## src/rtl/branch_predictor_bht_pkg.sv

```systemverilog
// Shared definitions for the BHT/BTB branch predictor: direction-counter encodings
// and the PC index/tag slicing used by the pipeline and the bench alike.
package branch_predictor_bht_pkg;

  // Weakly-not-taken, weakly-taken and strongly-taken encodings for a counter of 'bits' width.
  function automatic int ctr_wnt(input int bits);
    return (1 << (bits - 1)) - 1;
  endfunction

  function automatic int ctr_wt(input int bits);
    return 1 << (bits - 1);
  endfunction

  function automatic int ctr_strong(input int bits);
    return (1 << bits) - 1;
  endfunction

  // idx = pc[idx_w+1:2], tag = pc[idx_w+tag_bits+1:idx_w+2]
  function automatic logic [31:0] pc_idx(input logic [31:0] pc, input int idx_w);
    return (pc >> 2) & ((32'd1 << idx_w) - 32'd1);
  endfunction

  function automatic logic [31:0] pc_tag(input logic [31:0] pc, input int idx_w, input int tag_bits);
    return (pc >> (idx_w + 2)) & ((32'd1 << tag_bits) - 32'd1);
  endfunction

endpackage

```

## src/rtl/branch_predictor_bht_sat_counter.sv

```systemverilog
// Saturating up/down counter with synchronous reset value, clear and load.
// Priority: rst > clr > load > inc/dec; inc and dec hold at all-ones and zero.
module branch_predictor_bht_sat_counter #(
  parameter int             W       = 2,
  parameter logic [W-1:0]   RST_VAL = '0
) (
  input  logic         clk,
  input  logic         rst,
  input  logic         clr,
  input  logic         load,
  input  logic [W-1:0] load_val,
  input  logic         inc,
  input  logic         dec,
  output logic [W-1:0] q
);

  always_ff @(posedge clk) begin
    if (rst) begin
      q <= RST_VAL;
    end else if (clr) begin
      q <= '0;
    end else if (load) begin
      q <= load_val;
    end else if (inc && (q != '1)) begin
      q <= q + 1'b1;
    end else if (dec && (q != '0)) begin
      q <= q - 1'b1;
    end
  end

endmodule

```

## src/rtl/branch_predictor_bht.sv

```systemverilog
// Direct-mapped tagged branch history table + target buffer, queried combinationally
// in IF and trained from EX, with saturating branch/mispredict statistics.
module branch_predictor_bht
  import branch_predictor_bht_pkg::*;
#(
  parameter int XLEN     = 32,
  parameter int ENTRIES  = 64,
  parameter int TAG_BITS = 8,
  parameter int CTR_BITS = 2,
  parameter int STAT_W   = 32
) (
  input  logic              CLK,
  input  logic              RESET,
  input  logic [XLEN-1:0]   pred_pc,
  output logic              pred_hit,
  output logic              pred_taken,
  output logic [XLEN-1:0]   pred_target,
  // upd_en is a single-cycle strobe per resolved instruction; there is no ready,
  // the table always accepts, and upd_* / upd_mispredict are ignored while it is low.
  input  logic              upd_en,
  input  logic [XLEN-1:0]   upd_pc,
  input  logic              upd_is_jump,
  input  logic              upd_taken,
  input  logic [XLEN-1:0]   upd_target,
  input  logic              upd_mispredict,
  input  logic              stat_clr,
  output logic [STAT_W-1:0] stat_branches,
  output logic [STAT_W-1:0] stat_mispredicts
);

  localparam int IDX_W = $clog2(ENTRIES);
  localparam int TAG_HI = IDX_W + TAG_BITS + 1;
  localparam logic [CTR_BITS-1:0] WNT    = CTR_BITS'(ctr_wnt(CTR_BITS));
  localparam logic [CTR_BITS-1:0] WT     = CTR_BITS'(ctr_wt(CTR_BITS));
  localparam logic [CTR_BITS-1:0] STRONG = CTR_BITS'(ctr_strong(CTR_BITS));

  logic [ENTRIES-1:0]  valid;
  logic [ENTRIES-1:0]  jump_mem;
  logic [TAG_BITS-1:0] tag_mem    [ENTRIES];
  logic [XLEN-1:0]     target_mem [ENTRIES];
  logic [CTR_BITS-1:0] ctr        [ENTRIES];

  logic [IDX_W-1:0]    pidx, upd_idx;
  logic [TAG_BITS-1:0] ptag, upd_tag;
  logic                upd_hit, train, alloc;
  logic [CTR_BITS-1:0] alloc_ctr;
  logic                unused_pc_bits;

  assign pidx    = pred_pc[IDX_W+1:2];
  assign ptag    = pred_pc[TAG_HI:IDX_W+2];
  assign upd_idx = upd_pc[IDX_W+1:2];
  assign upd_tag = upd_pc[TAG_HI:IDX_W+2];
  assign unused_pc_bits = ^{pred_pc, upd_pc};

  // Prediction reads pre-update state, so a same-cycle update to this index is not bypassed.
  assign pred_hit    = valid[pidx] && (tag_mem[pidx] == ptag);
  assign pred_taken  = pred_hit && (jump_mem[pidx] || ctr[pidx][CTR_BITS-1]);
  assign pred_target = pred_taken ? target_mem[pidx] : pred_pc + XLEN'(4);

  assign upd_hit   = valid[upd_idx] && (tag_mem[upd_idx] == upd_tag);
  assign train     = upd_en && upd_hit;
  assign alloc     = upd_en && !upd_hit && upd_taken;
  assign alloc_ctr = upd_is_jump ? STRONG : WT;

  always_ff @(posedge CLK) begin
    if (RESET) begin
      valid <= '0;
    end else if (alloc) begin
      valid[upd_idx] <= 1'b1;
    end
  end

  // Tag/target need no reset: nothing reads them while the valid bit is clear.
  always_ff @(posedge CLK) begin
    if (!RESET && (alloc || (train && upd_taken))) begin
      tag_mem[upd_idx]    <= upd_tag;
      target_mem[upd_idx] <= upd_target;
      jump_mem[upd_idx]   <= upd_is_jump;
    end
  end

  for (genvar i = 0; i < ENTRIES; i++) begin : g_ctr
    logic sel;
    assign sel = (upd_idx == IDX_W'(i));

    branch_predictor_bht_sat_counter #(.W(CTR_BITS), .RST_VAL(WNT)) u_ctr (
      .clk      (CLK),
      .rst      (RESET),
      .clr      (1'b0),
      .load     (alloc && sel),
      .load_val (alloc_ctr),
      .inc      (train && sel && upd_taken),
      .dec      (train && sel && !upd_taken),
      .q        (ctr[i])
    );
  end

  branch_predictor_bht_sat_counter #(.W(STAT_W), .RST_VAL(STAT_W'(0))) u_stat_br (
    .clk      (CLK),
    .rst      (RESET),
    .clr      (stat_clr),
    .load     (1'b0),
    .load_val (STAT_W'(0)),
    .inc      (upd_en),
    .dec      (1'b0),
    .q        (stat_branches)
  );

  branch_predictor_bht_sat_counter #(.W(STAT_W), .RST_VAL(STAT_W'(0))) u_stat_mp (
    .clk      (CLK),
    .rst      (RESET),
    .clr      (stat_clr),
    .load     (1'b0),
    .load_val (STAT_W'(0)),
    .inc      (upd_en && upd_mispredict),
    .dec      (1'b0),
    .q        (stat_mispredicts)
  );

endmodule

```

## config.mk

```make
export PLATFORM = sky130hd
export DESIGN_NAME = branch_predictor_bht
export DESIGN_NICKNAME = d
export VERILOG_FILES = /design/src/rtl/branch_predictor_bht_pkg.sv /design/src/rtl/branch_predictor_bht_sat_counter.sv /design/src/rtl/branch_predictor_bht.sv
export SDC_FILE = /design/constraint.sdc
export NUM_CORES = 2
export LEC_CHECK = 0
export ABC_AREA = 1
export BUFFER_PORTS_ARGS = -buffer_cell sky130_fd_sc_hd__buf_2
export CELL_PAD_IN_SITES_DETAIL_PLACEMENT = 1
export CELL_PAD_IN_SITES_GLOBAL_PLACEMENT = 2
export CORE_MARGIN = 1.5
export CORE_UTILIZATION = 38
export DETAILED_ROUTE_END_ITERATION = 7
export PLACE_DENSITY = 0.76
export SLEW_MARGIN = 10
export SYNTH_ARGS = -nofsm -noshare
export SYNTH_HDL_FRONTEND = slang
export SYNTH_HIERARCHICAL = 1
export SYNTH_SLANG_ARGS = --single-unit
```

## constraint.sdc

```tcl
create_clock -name CLK -period 5.1 [get_ports CLK]
set_input_delay 1.02 -clock CLK [delete_from_list [all_inputs] [get_ports CLK]]
set_output_delay 1.02 -clock CLK [all_outputs]
set_load 0.01 [all_outputs]
```

# Yosys cells after proc, flatten, opt, wreduce, memory -nomap -nowiden
# Memories as Yosys holds them, arrays and structs flattened.
# Index checks and enable logic that the tools add are counted.
totals:
  ff_bits: 320
  ram_bits: 2560
  inputBits: 103
  output_inout_bits: 98
  word_cells: 1077
  memories: 2
classes:
  n_addsub: 131
  order_cmp: 4
  n_eq_ne: 131
  muxes: 208
  n_bitwise: 2
  n_reduce_logical: 531
memory_table:
  columns: ["name", "words", "width", "rd", "rd_ports_with_merged_regs", "wr", "line_no", "source"]
  rows:
  - ["target_mem", 64, 32, 1, 0, 1, "branch_predictor_bht.sv:40", "logic [XLEN-1:0] target_mem [ENTRIES];"]
  - ["tag_mem", 64, 8, 2, 0, 1, "branch_predictor_bht.sv:39", "logic [TAG_BITS-1:0] tag_mem [ENTRIES];"]
op_table:
  columns: ["cell", "n"]
  rows:
  - ["logical AND 1 bit", 396]
  - ["2-to-1 mux 2 bit", 194]
  - ["equality test 6 bit (second input constant)", 32]
  - ["nonzero test 3 bit", 64]
  - ["adder 2 x 1 -> 2 bit (second input constant)", 64]
  - ["inequality test 2 bit (second input constant)", 64]
  - ["nonzero test 2 bit", 64]
  - ["subtractor 2 x 1 -> 2 bit (second input constant)", 64]
  - ["equality test 6 x 5 -> 1 bit (second input constant)", 16]
  - ["adder 32 x 1 -> 32 bit (second input constant)", 2]
  - ["bitwise mux 64 bit", 1]
  - ["inequality test 32 bit (second input constant)", 2]
  - ["OR 64 bit", 1]
  - ["equality test 6 x 4 -> 1 bit (second input constant)", 8]
  - ["adder 32 x 3 -> 32 bit (second input constant)", 1]
  - ["2-to-1 mux 32 bit", 1]
  - ["equality test 6 x 3 -> 1 bit (second input constant)", 4]
  - ["binary-select mux 1 bit (select 6 bit)", 3]
  - ["equality test 8 bit", 2]
  - ["less-than comparator 6 x 7 -> 1 bit (second input constant)", 2]
  - ["binary-select mux 2 bit (select 6 bit)", 1]
  - ["equality test 6 x 2 -> 1 bit (second input constant)", 2]
  - [">= comparator 7 bit (second input constant)", 1]
  - ["2-to-1 mux 1 bit", 7]
  - ["8 further kinds", 11]

# Longest topological paths before layout
logic_depth:
  ltp_word: 10
  mapped_depth: 28
  depth_no_buf: 24

# By module
# Netlist, hierarchy kept.
modules_own_cells:
  columns: ["module", "instances", "cells_each", "area_per_inst_um2", "seq_area_each_um2"]
  rows:
  - ["branch_predictor_bht", 1, 10147, 114280.9, 80076.8]
  - ["branch_predictor_bht_sat_counter at g_ctr[0].u_ctr ...", 64, 29, 200.2, 40.0]
  - ["branch_predictor_bht_sat_counter at u_stat_br ...", 2, 772, 4062.6, 640.6]

# Worst setup path before layout
# Ideal clock, no wire load.
synth_path:
  path_type: "input port to flip-flop"
  start: "in upd_pc[3]"
  end: "reg jump_mem[28] (enable)"
  setup_time_ps: 490
  t_arrival_ps: 4873
  required_time_ps: 4610
  path_slack_ps: -263
  path_stages: 7
  n_path_buf: 2
  cell_sequence: "buf_4 -> nor2_4 -> clkbuf_1 -> inv_1 -> nor2_1 -> clkinv_1 -> nor3_1"
synth_via:
  elab_chain_cells: 8
  elab_cells_between_ends: 12
  classes_between: "eq/ne: 1; mux: 2; reduce/logical: 8; memory: 1"
synth_rtl:
  columns: ["element", "line_no", "source"]
  rows:
  - ["from (decl)", "branch_predictor_bht.sv:21", "input logic [XLEN-1:0] upd_pc,"]
  - ["memory read (64 x 8 bit) or binary-select mux 1 bit (select 6 bit) (tied branches)", null, null]
  - ["equality test 8 bit or 2-to-1 mux 1 bit (tied branches)", "branch_predictor_bht.sv:60", "assign upd_hit = valid[upd_idx] && (tag_mem[upd_idx] == upd_tag);"]
  - ["logical AND 1 bit *", "branch_predictor_bht.sv:60", null]
  - ["logical NOT 1 bit", "branch_predictor_bht.sv:62", "assign alloc = upd_en && !upd_hit && upd_taken;"]
  - ["logical AND 1 bit (2 in series)", "branch_predictor_bht.sv:62", null]
  - ["logical OR 1 bit *", "branch_predictor_bht.sv:75", "if (!RESET && (alloc || (train && upd_taken))) begin"]
  - ["logical AND 1 bit *", "branch_predictor_bht.sv:75", null]
  - ["to (signal, indexed assignment)", "branch_predictor_bht.sv:78", "jump_mem[upd_idx] <= upd_is_jump;"]
  - ["to (decl)", "branch_predictor_bht.sv:38", "logic [ENTRIES-1:0] jump_mem;"]
# Mark *: on every way between the ends. The rest lies on a longest branch, timed or not. The select of a mux whose other input is x is not followed.
# A chain may end at the register's enable or synchronous reset.

# Worst setup path after layout
layout_path:
  start: "in pred_pc[3]"
  end: "out pred_target[21]"
layout_via:
  elab_chain_cells: 7
  elab_cells_between_ends: 16
  classes_between: "add/sub: 1; eq/ne: 1; mux: 8; bitwise: 1; reduce/logical: 3; memory: 2"
layout_rtl:
  columns: ["element", "line_no", "source"]
  rows:
  - ["from (decl)", "branch_predictor_bht.sv:14", "input logic [XLEN-1:0] pred_pc,"]
  - ["parallel branches: the longest is 6 deep, another holds memory read (64 x 8 bit)", null, null]
  - ["2-to-1 mux 32 bit *", "branch_predictor_bht.sv:58", "assign pred_target = pred_taken ? target_mem[pidx] : pred_pc + XLEN'(4);"]
  - ["to (decl)", "branch_predictor_bht.sv:17", "output logic [XLEN-1:0] pred_target,"]
# Every way passes the cells marked *. The select of a mux whose other input is x is not followed.

==> key figures <==
Routing
  – Routed wire per std cell: 27.5 µm
  – Total length of routed met2 wires: 254 mm
  – Detailed-route vias per instance: 5.66
  – Number of remaining DRC errors: 0
  – Final WL: 537 mm
  – Highest Signal Layer: met5
  – DR pass1 iterations: 6
  – Detailed-routed wire length on met3: 34.0 mm
  – Count of antenna-violating nets left after detailed routing: 0
  – Number of vias after detailed routing: 111k
  – Post-route met1 wirelength: 219 mm
  – Starting DRC count in detailed routing: 10.4k

CTS
  – CTS Hold Buffers Added: 0
  – Buffers from clock root to sink, at most: 4
  – Cell at the root of the clock tree: sky130_fd_sc_hd__clkbuf_16
  – Clock latency on the worst-skew pair: 1000 ps
  – Clock tree from TritonCTS: yes
  – Clock Sink Count: 2,880
  – Number of buffers added by the clock tree synthesis step: 328
  – Clock-pin transition on the worst setup and hold timing paths: 60 ps
  – Maximum level of the CTS H-tree: 5

Yosys
  – Count of flip-flops with a built-in enable after synthesis: 2,624
  – Dominant cell type by area after synthesis: sky130_fd_sc_hd__edfxtp_1
  – Portion of synthesized cell area occupied by the leading cell type: 58.3%
  – Number of flip-flops and latches in the synthesized netlist: 2,880
  – Netlist area before placement: 135,000 µm²
  – Mean instance size in the synthesized netlist: 9.98 µm²
  – Async S/R FF share, synth: 0%
  – Cell variety after synth: 59
  – Main synth FF type: sky130_fd_sc_hd__edfxtp_1
  – Largest cells by area after synthesis: sky130_fd_sc_hd__edfxtp_1 58%, sky130_fd_sc_hd__nand2_1 7.4%, sky130_fd_sc_hd__o21ai_0 5.7%, sky130_fd_sc_hd__nor2_1 5.2%, sky130_fd_sc_hd__dfxtp_1 3.8%
  – Part of the Yosys area used for sequential elements: 62.1%
  – Total of warnings raised by yosys: 6
  – Instance count of the mapped netlist: 13.5k

Worst setup path
  – Maximum fanout count along the critical path: 12
  – Kind of cell adding the most delay to the critical path: buffers and inverters
  – Slowest stage cell, crit path: sky130_fd_sc_hd__or3_1
  – WS Path Type: input pin to output pin
  – Most frequent cell on the critical path: sky130_fd_sc_hd__buf_12
  – Chain of cells forming the critical path: buf_16, inv_12, buf_12, buf_4, or3_1, o311ai_0, a21oi_1, a211oi_2, nand2_2, nand3_1, nand2_4, buf_12, nand3_1, buf_4, nand2_1, buf_12, nand2_2, buf_2
  – Critical path required time: 4080 ps
  – Buffers & Inverters on Critical Path: 8
  – Arrival time at the worst endpoint: 4040 ps
  – Crit start category: input pin
  – Slowest cell delay on critical path: 300 ps
  – Critical Path End Type: output pin

Placed design
  – Number of port buffers: 182
  – Worst-case setup slack after placement: -348 ps
  – Routability cong.: 0.848
  – Detailed Place HPWL: 330 mm

STA
  – Setup repair after global routing missed its margin: yes
  – Final clock skew: 86.1 ps
  – Clock period minus worst slack: 5060 ps
  – Final-report max-slew violation count: 0
  – Final count of hold timing violations: 0
  – Setup slack of the critical path after layout: 41.3 ps
  – Final total negative setup slack: 0 ps
  – Final cycle utilization of the critical path: 99.2%
  – Relative max-transition margin: 13.4%
  – Count of final setup violators: 0
  – Maximum clock frequency: 198 MHz
  – Slew of the pin with the lowest slew margin: 1300 ps

Power and ir drop
  – Seq pwr share: 47.3%
  – Portion of total power attributed to the clock network: 43.2%
  – Power density over the cells: 342 nW/µm²
  – Cell internal pwr: 41.0 mW
  – Leak: 59.4 nW
  – Maximum vdd drop: 0.336 mV
  – Share of total power in combinational logic: 9.5%
  – Net Sw Power: 14.0 mW
  – Switching part of the total: 25.5%

Global route
  – First-pass GRT wire length: 772 mm
  – Grt total ovfl: 0
  – GRT Overall Usage: 29.2%
  – Maximum number of pins on one net before global-route repair: 131
  – Initial antenna violation count: 38
  – Via count of the first global-routing pass: 114k

Cells and area
  – Most frequent cells in the layout: 2,635 x sky130_fd_sc_hd__nand2_1, 2,624 x sky130_fd_sc_hd__edfxtp_1, 1,811 x sky130_fd_sc_hd__nor2_1
  – Leading cell type in the layout, fill and taps excluded: sky130_fd_sc_hd__nand2_1
  – Post-synthesis to final-layout area growth: 19.1%
  – Filler Cell Count: 39.0k
  – Post-layout nets: 14.7k
  – Proportion of layout cells with a drive suffix above 1: 15.3%

Hold path
  – Worst hold path class: input pin to register

Outcome
  – Status: complete, no violations

Run
  – Max capacitance violation total: 0

Floorplanning
  – Total die area: 359,000 µm²
  – DIE HEIGHT: 600 µm
  – Number of rows created at floorplan: 218
  – Placeable core area: 353,000 µm²
  – Effective utilization at floorplan: 38.3%
  – Ports placed on the boundary: 201
  – Die span in x: 600 µm
## stage by stage
stage	instance area (µm²)	hold slack, ps	power, mW	cells	util, %
global placement	150000	453	31.4	18900	42.4
detailed placement	150000	462	31.6	18900	42.5
floorplan	136000	440	29.2	13900	-
CTS	161000	406	55.2	19500	45.5
finish	161000	465	55.0	19500	45.5
global route	161000	462	56.5	19500	45.5
## power groups by stage
stage | registers (mW) | clock network [mW] | logic, mW
final | 26.0 | 23.8 | 5.23
after global routing | 26.0 | 24.8 | 5.65
after CTS | 26.0 | 24.1 | 5.17
after detailed placement | 26.5 | 0 | 5.13
after global placement | 26.5 | 0 | 4.97
after floorplan | 26.5 | 0 | 2.72
## Yosys cell counts (all sizes together), types with 172 or more instances
library cell and instances:
nand2 2845, edfxtp 2624, nor2 1890, o21ai 1673
inv 910, a21oi 746, nand3 597, clkbuf 432
o22ai 349, buf 311, dfxtp 256, o221ai 172
## cell type report
type / instances / area (µm²) / area share [%]
clock buffers: 419 / 8720 / 5.41
clock inverters: 183 / 1880 / 1.17
multi-input cells: 9330 / 46400 / 28.8
diodes: 13 / 32.5 / 0.0202
repair buffers: 1071 / 10600 / 6.60
well taps: 4730 / 5920 / 3.68
flip-flops and latches: 2880 / 83900 / 52.1
inverters: 916 / 3490 / 2.17
## path summary, 6_finish.rpt
| check | depth (start not counted) | slack, ps | end | from |
|---|---|---|---|---|
| setup / recovery | 18 | 40 | pred_target[21] | pred_pc[3] |
| hold / removal | 2 | 470 | valid[23] | RESET |
| setup reg to reg | 23 | 1390 | g_ctr[52].u_ctr/q[1] | tag_mem[13][7] |
| hold reg to reg | 2 | 470 | valid[32] | valid[32] |
## per-layer routing
layer	vias up	track usage, %
met1	56400	37.4
met4	12	14.4
met5	-	0
met2	4004	48.7
li1	49100	-
met3	1157	3.78
## cell families after synthesis
kind of cell | after synthesis | synth area share, %
XOR/XNOR | 43 | 0.279
AO/OA/AOI/OAI | 3173 | 13.9
adder cells (fa/ha/maj) | 65 | 0.613
buffers and inverters | 1659 | 4.95
other | 2 | 0.00555
AND/OR/NAND/NOR | 5717 | 18.1
flip-flops | 2880 | 62.1
multiplexers | 8 | 0.0592
## timing repair
action / CTS / global route
cloned: 0 / 2
endpoints found under the setup margin: 33 / 33
resized for setup: 17 / 28
pin swaps: 3 / 2
buffers inserted: 0 / 7
## state kept, by name, summed over array words and instances (netlist names)
register	flops
tag_mem	512
target_mem	2048
u_stat_br/q	32
g_ctr.u_ctr/q	128
valid	64
jump_mem	64
u_stat_mp/q	32
Note: power is estimated with default switching activity, not from simulation.
